`config.mk`:
```
export PLATFORM = sky130hd
export DESIGN_NAME = axi_spi_master_flat
export DESIGN_NICKNAME = d
export VERILOG_FILES = /design/src/rtl/axi_spi_master_if.sv /design/src/rtl/axi_spi_master.sv /design/src/flat_wrapper.sv
export SDC_FILE = /design/constraint.sdc
export NUM_CORES = 1
export LEC_CHECK = 0
export ABC_AREA = 1
export BUFFER_PORTS_ARGS = -buffer_cell sky130_fd_sc_hd__buf_2
export CAP_MARGIN = 40
export CORE_UTILIZATION = 51
export CTS_CLUSTER_SIZE = 40
export DETAILED_ROUTE_END_ITERATION = 8
export GPL_ROUTABILITY_DRIVEN = 0
export PLACE_DENSITY = 0.85
export SLEW_MARGIN = 15
export SYNTH_ARGS = -nofsm -noshare
export SYNTH_HDL_FRONTEND = slang
export SYNTH_SLANG_ARGS = --single-unit
export TNS_END_PERCENT = 30
```
`constraint.sdc`:
```
create_clock -name clk -period 3.99 [get_ports clk]
set_clock_uncertainty 0.15 [all_clocks]
set_input_delay 0.798 -clock clk [delete_from_list [all_inputs] [get_ports clk]]
set_output_delay 0.798 -clock clk [all_outputs]
set_load 0.01 [all_outputs]
```
`src/rtl/axi_spi_master_if.sv`:
```
// AXI4-Lite slave-port bundle from the MMIO crossbar to the SPI master peripheral.
interface axi_spi_master_if;
    logic [31:0] awaddr;
    logic [2:0]  awprot;
    logic        awvalid;
    logic        awready;
    logic [31:0] wdata;
    logic [3:0]  wstrb;
    logic        wvalid;
    logic        wready;
    logic [1:0]  bresp;
    logic        bvalid;
    logic        bready;
    logic [31:0] araddr;
    logic [2:0]  arprot;
    logic        arvalid;
    logic        arready;
    logic [31:0] rdata;
    logic [1:0]  rresp;
    logic        rvalid;
    logic        rready;

    modport master (
        output awaddr, awprot, awvalid, input awready,
        output wdata, wstrb, wvalid, input wready,
        input bresp, bvalid, output bready,
        output araddr, arprot, arvalid, input arready,
        input rdata, rresp, rvalid, output rready
    );

    modport slave (
        input awaddr, awprot, awvalid, output awready,
        input wdata, wstrb, wvalid, output wready,
        output bresp, bvalid, input bready,
        input araddr, arprot, arvalid, output arready,
        output rdata, rresp, rvalid, input rready
    );
endinterface

```
`src/rtl/axi_spi_master.sv`:
```
// AXI4-Lite SPI master: single-byte full-duplex transfers with selectable CPOL/CPHA,
// programmable sclk half-period and software-driven chip select.
module axi_spi_master #(
    parameter int          ADDR_WIDTH = 6,
    parameter int          DATA_WIDTH = 32,
    parameter logic [15:0] DIV_RESET  = 16'd16
) (
    input  logic            clk,
    input  logic            rst,
    axi_spi_master_if.slave bus,
    output logic            sclk,
    output logic            mosi,
    input  logic            miso,
    output logic            cs_n
);
    localparam int AW = ADDR_WIDTH - 2;
    localparam logic [AW-1:0] REG_CTRL   = AW'(0);
    localparam logic [AW-1:0] REG_DIV    = AW'(1);
    localparam logic [AW-1:0] REG_TX     = AW'(2);
    localparam logic [AW-1:0] REG_RX     = AW'(3);
    localparam logic [AW-1:0] REG_STATUS = AW'(4);

    typedef enum logic [1:0] {IDLE, XFER, DONE} state_t;

    state_t          state, state_next;
    logic [3:0]      ctrl;
    logic [15:0]     div, div_lat, div_cnt, div_eff;
    logic [7:0]      rx_data, tx_shift, rx_shift;
    logic            rx_valid;
    logic [4:0]      edge_cnt;
    logic [AW-1:0]   wr_word, rd_word;
    logic [DATA_WIDTH-1:0] rd_val;
    logic            wr_go, rd_go, wr_ctrl, wr_div, tx_start, rd_rx;
    logic            cpol_next, tick, leading, abort;
    logic            busy, do_sample, do_drive, finish;
    logic            unused_bits;

    assign wr_word   = bus.awaddr[ADDR_WIDTH-1:2];
    assign rd_word   = bus.araddr[ADDR_WIDTH-1:2];
    assign wr_go     = bus.awvalid && bus.wvalid && !bus.bvalid && !bus.awready;
    assign rd_go     = bus.arvalid && !bus.rvalid && !bus.arready;
    assign wr_ctrl   = wr_go && (wr_word == REG_CTRL);
    assign wr_div    = wr_go && (wr_word == REG_DIV);
    assign tx_start  = wr_go && (wr_word == REG_TX) && bus.wstrb[0] && ctrl[0] && (state == IDLE);
    assign rd_rx     = rd_go && (rd_word == REG_RX);
    assign cpol_next = (wr_ctrl && bus.wstrb[0]) ? bus.wdata[1] : ctrl[1];

    assign div_eff   = (div_lat == 16'd0) ? 16'd1 : div_lat;
    assign tick      = (state == XFER) && ctrl[0] && (div_cnt == div_eff - 16'd1);
    assign leading   = !edge_cnt[0];
    assign abort     = (state == XFER) && !ctrl[0];

    assign cs_n      = ~ctrl[3];
    assign bus.bresp = 2'b00;
    assign bus.rresp = 2'b00;

    assign unused_bits = ^{bus.awprot, bus.arprot, bus.awaddr[31:ADDR_WIDTH], bus.awaddr[1:0],
                           bus.araddr[31:ADDR_WIDTH], bus.araddr[1:0], bus.wdata[31:16], bus.wstrb[3:2]};

    always_ff @(posedge clk or posedge rst) begin
        if (rst) state <= IDLE;
        else     state <= state_next;
    end

    always_comb begin
        state_next = state;
        case (state)
            IDLE:    if (tx_start) state_next = XFER;
            XFER:    if (!ctrl[0]) state_next = IDLE;
                     else if (tick && edge_cnt == 5'd15) state_next = DONE;
            DONE:    state_next = IDLE;
            default: state_next = IDLE;
        endcase
    end

    // CPHA flips which half of each sclk period samples and which drives.
    always_comb begin
        busy      = 1'b0;
        do_sample = 1'b0;
        do_drive  = 1'b0;
        finish    = 1'b0;
        case (state)
            XFER: begin
                busy      = 1'b1;
                do_sample = tick && (leading != ctrl[2]);
                do_drive  = tick && (leading == ctrl[2]);
            end
            DONE: begin
                busy   = 1'b1;
                finish = 1'b1;
            end
            default: ;
        endcase
    end

    always_ff @(posedge clk or posedge rst) begin
        if (rst) begin
            sclk     <= 1'b0;
            mosi     <= 1'b0;
            tx_shift <= 8'h00;
            rx_shift <= 8'h00;
            edge_cnt <= 5'd0;
            div_cnt  <= 16'd0;
            div_lat  <= DIV_RESET;
        end else begin
            if (tx_start) begin
                tx_shift <= bus.wdata[7:0];
                mosi     <= bus.wdata[7];
                edge_cnt <= 5'd0;
                div_cnt  <= 16'd0;
                div_lat  <= div;
            end else if (tick) begin
                edge_cnt <= edge_cnt + 5'd1;
                div_cnt  <= 16'd0;
            end else if (state == XFER) begin
                div_cnt  <= div_cnt + 16'd1;
            end

            if (state == IDLE)  sclk <= cpol_next;
            else if (abort)     sclk <= ctrl[1];
            else if (tick)      sclk <= ~sclk;

            if (do_sample) rx_shift <= {rx_shift[6:0], miso};
            if (do_drive) begin
                mosi     <= ctrl[2] ? tx_shift[7] : tx_shift[6];
                tx_shift <= {tx_shift[6:0], 1'b0};
            end
        end
    end

    // A completing transfer outranks a same-edge RXDATA read clearing rx_valid.
    always_ff @(posedge clk or posedge rst) begin
        if (rst) begin
            ctrl     <= 4'h0;
            div      <= DIV_RESET;
            rx_data  <= 8'h00;
            rx_valid <= 1'b0;
        end else begin
            if (wr_ctrl && bus.wstrb[0]) ctrl <= bus.wdata[3:0];
            if (wr_div && bus.wstrb[0])  div[7:0]  <= bus.wdata[7:0];
            if (wr_div && bus.wstrb[1])  div[15:8] <= bus.wdata[15:8];
            if (finish) begin
                rx_data  <= rx_shift;
                rx_valid <= 1'b1;
            end else if (rd_rx) begin
                rx_valid <= 1'b0;
            end
        end
    end

    always_comb begin
        rd_val = '0;
        case (rd_word)
            REG_CTRL:   rd_val[3:0]  = ctrl;
            REG_DIV:    rd_val[15:0] = div;
            REG_RX:     rd_val[7:0]  = rx_data;
            REG_STATUS: rd_val[1:0]  = {rx_valid, busy};
            default:    ;
        endcase
    end

    always_ff @(posedge clk or posedge rst) begin
        if (rst) begin
            bus.awready <= 1'b0;
            bus.wready  <= 1'b0;
            bus.bvalid  <= 1'b0;
            bus.arready <= 1'b0;
            bus.rvalid  <= 1'b0;
            bus.rdata   <= '0;
        end else begin
            bus.awready <= wr_go;
            bus.wready  <= wr_go;
            if (bus.awready)                  bus.bvalid <= 1'b1;
            else if (bus.bvalid && bus.bready) bus.bvalid <= 1'b0;
            bus.arready <= rd_go;
            if (rd_go) bus.rdata <= rd_val;
            if (bus.arready)                  bus.rvalid <= 1'b1;
            else if (bus.rvalid && bus.rready) bus.rvalid <= 1'b0;
        end
    end
endmodule

```
`src/flat_wrapper.sv`:
```
// flat-port wrapper written by rule: the top's interface ports become plain ports
module axi_spi_master_flat 
#(
    parameter int          ADDR_WIDTH = 6,
    parameter int          DATA_WIDTH = 32,
    parameter logic [15:0] DIV_RESET  = 16'd16
)
  (clk, rst, sclk, mosi, miso, cs_n, bus_awaddr, bus_awprot, bus_awvalid, bus_awready, bus_wdata, bus_wstrb, bus_wvalid, bus_wready, bus_bresp, bus_bvalid, bus_bready, bus_araddr, bus_arprot, bus_arvalid, bus_arready, bus_rdata, bus_rresp, bus_rvalid, bus_rready);
  axi_spi_master_if bus_i ();
  input  logic clk;
  input  logic rst;
  output logic sclk;
  output logic mosi;
  input  logic miso;
  output logic cs_n;
  input wire logic [$bits(bus_i.awaddr)-1:0] bus_awaddr;
  input wire logic [$bits(bus_i.awprot)-1:0] bus_awprot;
  input wire logic [$bits(bus_i.awvalid)-1:0] bus_awvalid;
  output wire logic [$bits(bus_i.awready)-1:0] bus_awready;
  input wire logic [$bits(bus_i.wdata)-1:0] bus_wdata;
  input wire logic [$bits(bus_i.wstrb)-1:0] bus_wstrb;
  input wire logic [$bits(bus_i.wvalid)-1:0] bus_wvalid;
  output wire logic [$bits(bus_i.wready)-1:0] bus_wready;
  output wire logic [$bits(bus_i.bresp)-1:0] bus_bresp;
  output wire logic [$bits(bus_i.bvalid)-1:0] bus_bvalid;
  input wire logic [$bits(bus_i.bready)-1:0] bus_bready;
  input wire logic [$bits(bus_i.araddr)-1:0] bus_araddr;
  input wire logic [$bits(bus_i.arprot)-1:0] bus_arprot;
  input wire logic [$bits(bus_i.arvalid)-1:0] bus_arvalid;
  output wire logic [$bits(bus_i.arready)-1:0] bus_arready;
  output wire logic [$bits(bus_i.rdata)-1:0] bus_rdata;
  output wire logic [$bits(bus_i.rresp)-1:0] bus_rresp;
  output wire logic [$bits(bus_i.rvalid)-1:0] bus_rvalid;
  input wire logic [$bits(bus_i.rready)-1:0] bus_rready;
  assign bus_i.awaddr = bus_awaddr;
  assign bus_i.awprot = bus_awprot;
  assign bus_i.awvalid = bus_awvalid;
  assign bus_awready = bus_i.awready;
  assign bus_i.wdata = bus_wdata;
  assign bus_i.wstrb = bus_wstrb;
  assign bus_i.wvalid = bus_wvalid;
  assign bus_wready = bus_i.wready;
  assign bus_bresp = bus_i.bresp;
  assign bus_bvalid = bus_i.bvalid;
  assign bus_i.bready = bus_bready;
  assign bus_i.araddr = bus_araddr;
  assign bus_i.arprot = bus_arprot;
  assign bus_i.arvalid = bus_arvalid;
  assign bus_arready = bus_i.arready;
  assign bus_rdata = bus_i.rdata;
  assign bus_rresp = bus_i.rresp;
  assign bus_rvalid = bus_i.rvalid;
  assign bus_i.rready = bus_rready;
  axi_spi_master #(.ADDR_WIDTH(ADDR_WIDTH), .DATA_WIDTH(DATA_WIDTH), .DIV_RESET(DIV_RESET)) u_core (.clk(clk), .rst(rst), .bus(bus_i), .sclk(sclk), .mosi(mosi), .miso(miso), .cs_n(cs_n));
endmodule
```
==> impl_results.md <==
- Status: finished, final reports clean
- Crit. path cell count: 22
- Worst setup path startpoint: u_core.div_lat[12]
- Worst-path clk slew: 70 ps
- Most frequent cells in the layout: nand2_1, dfrtp_1, inv_1
- CTS tree: done
- Final setup fails: 0
- Gate power share: 22.0%
- Die Wd: 110 µm
- Crit path required time: a little over 4000 ps
- Worst-path cell chain: nor2_1, nand2_1, nor2_1, nand2_2, nand2_1, inv_1, ha_1, nand2_4, inv_1, nand3_1, nand2_1, nand2_1, nand2_1, nor2_1, nand3_1, nor2_1, nand2_1, nor2_4, buf_4, nand3b_4, nand2_1, nand2_1
- Sequential share of the synthesized area: 44.5%
- Pwr Density: 395 mW/mm²
- Critical path's top delay family: simple AND/OR/NAND/NOR gates
- R2R cell count: 22
- Vias in the first global route: approximately 4.7k
- Sw Share: between 30% and 40%
- Buffer count from post-CTS setup fixing: 0
- Buf+Inv Stages, Crit Path: 3
- DRC Markers: 0
- Worst-case clock buffer depth: 2
- Slew @ Worst Pin: between 800 and 900 ps
- CP Max Fanout: 10
- CTS Buf Count: 9
- Distinct cells, synth: 44
- Die Area: 0.0121 mm²
- Worst hold slack: 331 ps
- Crit path kind: flop to flop
- Worst Setup End Kind: flop
- Hold_buf cts: 0
- Slew Limit Fails: 0
- Synth area leader: dfrtp_1
- Worst rel slew slack: 42.0%
- Site Rows: 39
- Nets@finish: 952
- Top_reg_cell synth: dfrtp_1
- I/O pin total: 158
- Largest net degree at the start of global routing: 44
- Final Hold Viols: 0
- Clock share of power: between 30% and 40%
- Async set-or-reset flop fraction in the synthesized netlist: 100%
- Initial drt markers: 482
- Slowest cell on crit path: dfrtp_1
- Starting density of the core: 52.3%
- Detailed placer's ending HPWL: 9940 µm
- Global-route wire length before repair: about 23000 µm
- Fmax: 0.299 GHz
- Number of synthesized flops with an enable pin: 0
- Mean Syn Cell Area: 7.72 µm²
- Mean routed wirelength per cell: 13.8 µm
- R2r setup slk: roughly 640 ps
- Switching power: 0.838 mW
- Peak supply drop: around 0.26 mV
- Drt via density: 5.23
- Fillcell total: 1015
- Worst r2r src: u_core.div_lat[12]
- Netlist Area Pre-Place: about 0.0060 mm²
- Synth top area share: 43.6%
- Final min period: roughly 3300 ps
- Ys Warns: 0
- Reg-to-Reg End: u_core.rx_shift[6]
- Worst setup path end: u_core.rx_shift[6]
- Synth top area cells: dfrtp_1, nand2_1, inv_1
- Total number of vias: approximately 5.1k
- Setup TNS: 0 ps
- Worst Hold Class: input port to async pin
- Aggregate global routing overflow: 0
- Maxcap violations: 0
- DR pass1 iterations: 5
- Layout area overhead: 11.0%
- Max H-tree Level: 3
- Layout cells sized above 1: between 15 and 20%
- Most common cell after layout, fill and taps aside: nand2_1
- Die Ht: 110 µm
- Clock Latency Late Sink: roughly 350 ps
- GRT Total Usage: around a quarter
- Critical path data arrival time: 3450 ps
- Yosys reg bits: between 100 and 150
- Root buffer cell: clkbuf_16
- Core outline area: 0.0114 mm²
- Power Total: 2.62 mW
- Startpoint types: flop
- Post-cts sizing count: 0
- Sequential share of power: 44.2%
- Ant. Diodes: 0
- Period utilization: 83.9%
- Pint: between 1.5 and 2 mW
- Antenna violations before repair: 0
- Leakage: 3.49 nW
- IO Port Bufs: 57
- Synthesized instance count: 774
- RSZ-0062 raised after global routing: no
- Worst path most repeated cell: nand2_1
- Max stage delay on crit path: 450 ps
- Reg area: 0.00266 mm²
- Multi-input gate area: between 0.002 and 0.003 mm²
- Routed Antenna Nets: 0
- CTS sink cnt: 106
- Routed Wire Length: 13500 µm
-- sequential cells by signal (all words and copies together), names as in the netlist, 2 cells and up --
| signal | cells |
|---|---|
| u_core.edge_cnt | 5 |
| u_core.state | 2 |
| u_core.div | 16 |
| u_core.div_cnt | 16 |
| u_core.div_lat | 16 |
| u_core.ctrl | 4 |
| u_core.bus.rdata | 16 |
| u_core.rx_data | 8 |
| u_core.rx_shift | 8 |
| u_core.tx_shift | 8 |
-- worst reg2reg max path, cell delays in order (launching register included) --
cell	delay, ps
dfrtp_1	450
nor2_1	270
nand2_1	80
nor2_1	180
nand2_2	80
nand2_1	70
inv_1	40
ha_1	290
nand2_4	140
inv_1	100
nand3_1	100
nand2_1	50
nand2_1	50
nand2_1	100
nor2_1	110
nand3_1	100
nor2_1	110
nand2_1	90
nor2_4	140
buf_4	210
nand3b_4	150
nand2_1	100
nand2_1	50
-- logic make-up after synthesis --
group,share of synthesized area [%]
flip-flops,44.5
AND/OR/NAND/NOR,31.7
XOR/XNOR,3.35
multiplexers,0.754
other,0.0628
AO/OA/AOI/OAI,7.56
buffers and inverters,10.7
adder cells (fa/ha/maj),1.47
-- routing by layer --
metal  routed length [µm]  up-vias  GRT usage (%)
met3                  706       35           4.29
met1                 5890     2374           32.3
met5                    0        -              0
met4                  301        0           6.95
met2                 6610      175           40.6
li1                     -     2537              -
-- power groups by stage --
stage	clock, mW	combinational (mW)	sequential [mW]
2_1_floorplan	0	0.439	1.17
3_3_place_gp	0	0.560	1.18
3_5_place_dp	0	0.569	1.18
4_1_cts	0.884	0.574	1.16
5_1_grt	0.932	0.651	1.16
6_report	0.884	0.577	1.16
-- cell type report --
type	count	share of cell area, %
clock inverter	5	0.679
multi-input combinational	547	41.5
timing repair buffer	66	5.51
clock buffer	11	3.81
sequential	106	40.0
tap	143	2.70
inverter	101	5.76
-- cell usage after synthesis, drive strengths merged, types with 7 or more instances --
cell type and n:
a21oi 18, buf 26, clkbuf 13, dfrtp 104, ha 7, inv 100
nand2 219, nand3 64, nand4 26, nor2 91, o21ai 54, xor2 19
-- worst min-delay path by stage --
stage	startpoint	end	slack, ps	cells after the start
final	rst	u_core.bus.rdata[4]	330	2
after global routing	rst	u_core.rx_shift[4]	370	2
after CTS	u_core.bus.rdata[12]	u_core.bus.rdata[12]	340	2
after detailed placement	u_core.bus.rdata[15]	u_core.bus.rdata[15]	330	2
after global placement	u_core.bus.rdata[11]	u_core.bus.rdata[11]	310	2
after floorplan	u_core.rx_shift[7]	u_core.rx_shift[7]	300	2
-- metrics by stage --
step                instance area (µm²)  instances  worst slack [ps]  utilization [%]
global route                       6630        979               333             58.1
global placement                   6310        962               751             55.3
detailed placement                 6330        963               720             55.5
finish                             6630        979               641             58.1
CTS                                6630        979               683             58.1
floorplan                          6040        793               256                -
Power figures use the tool's default switching activity.
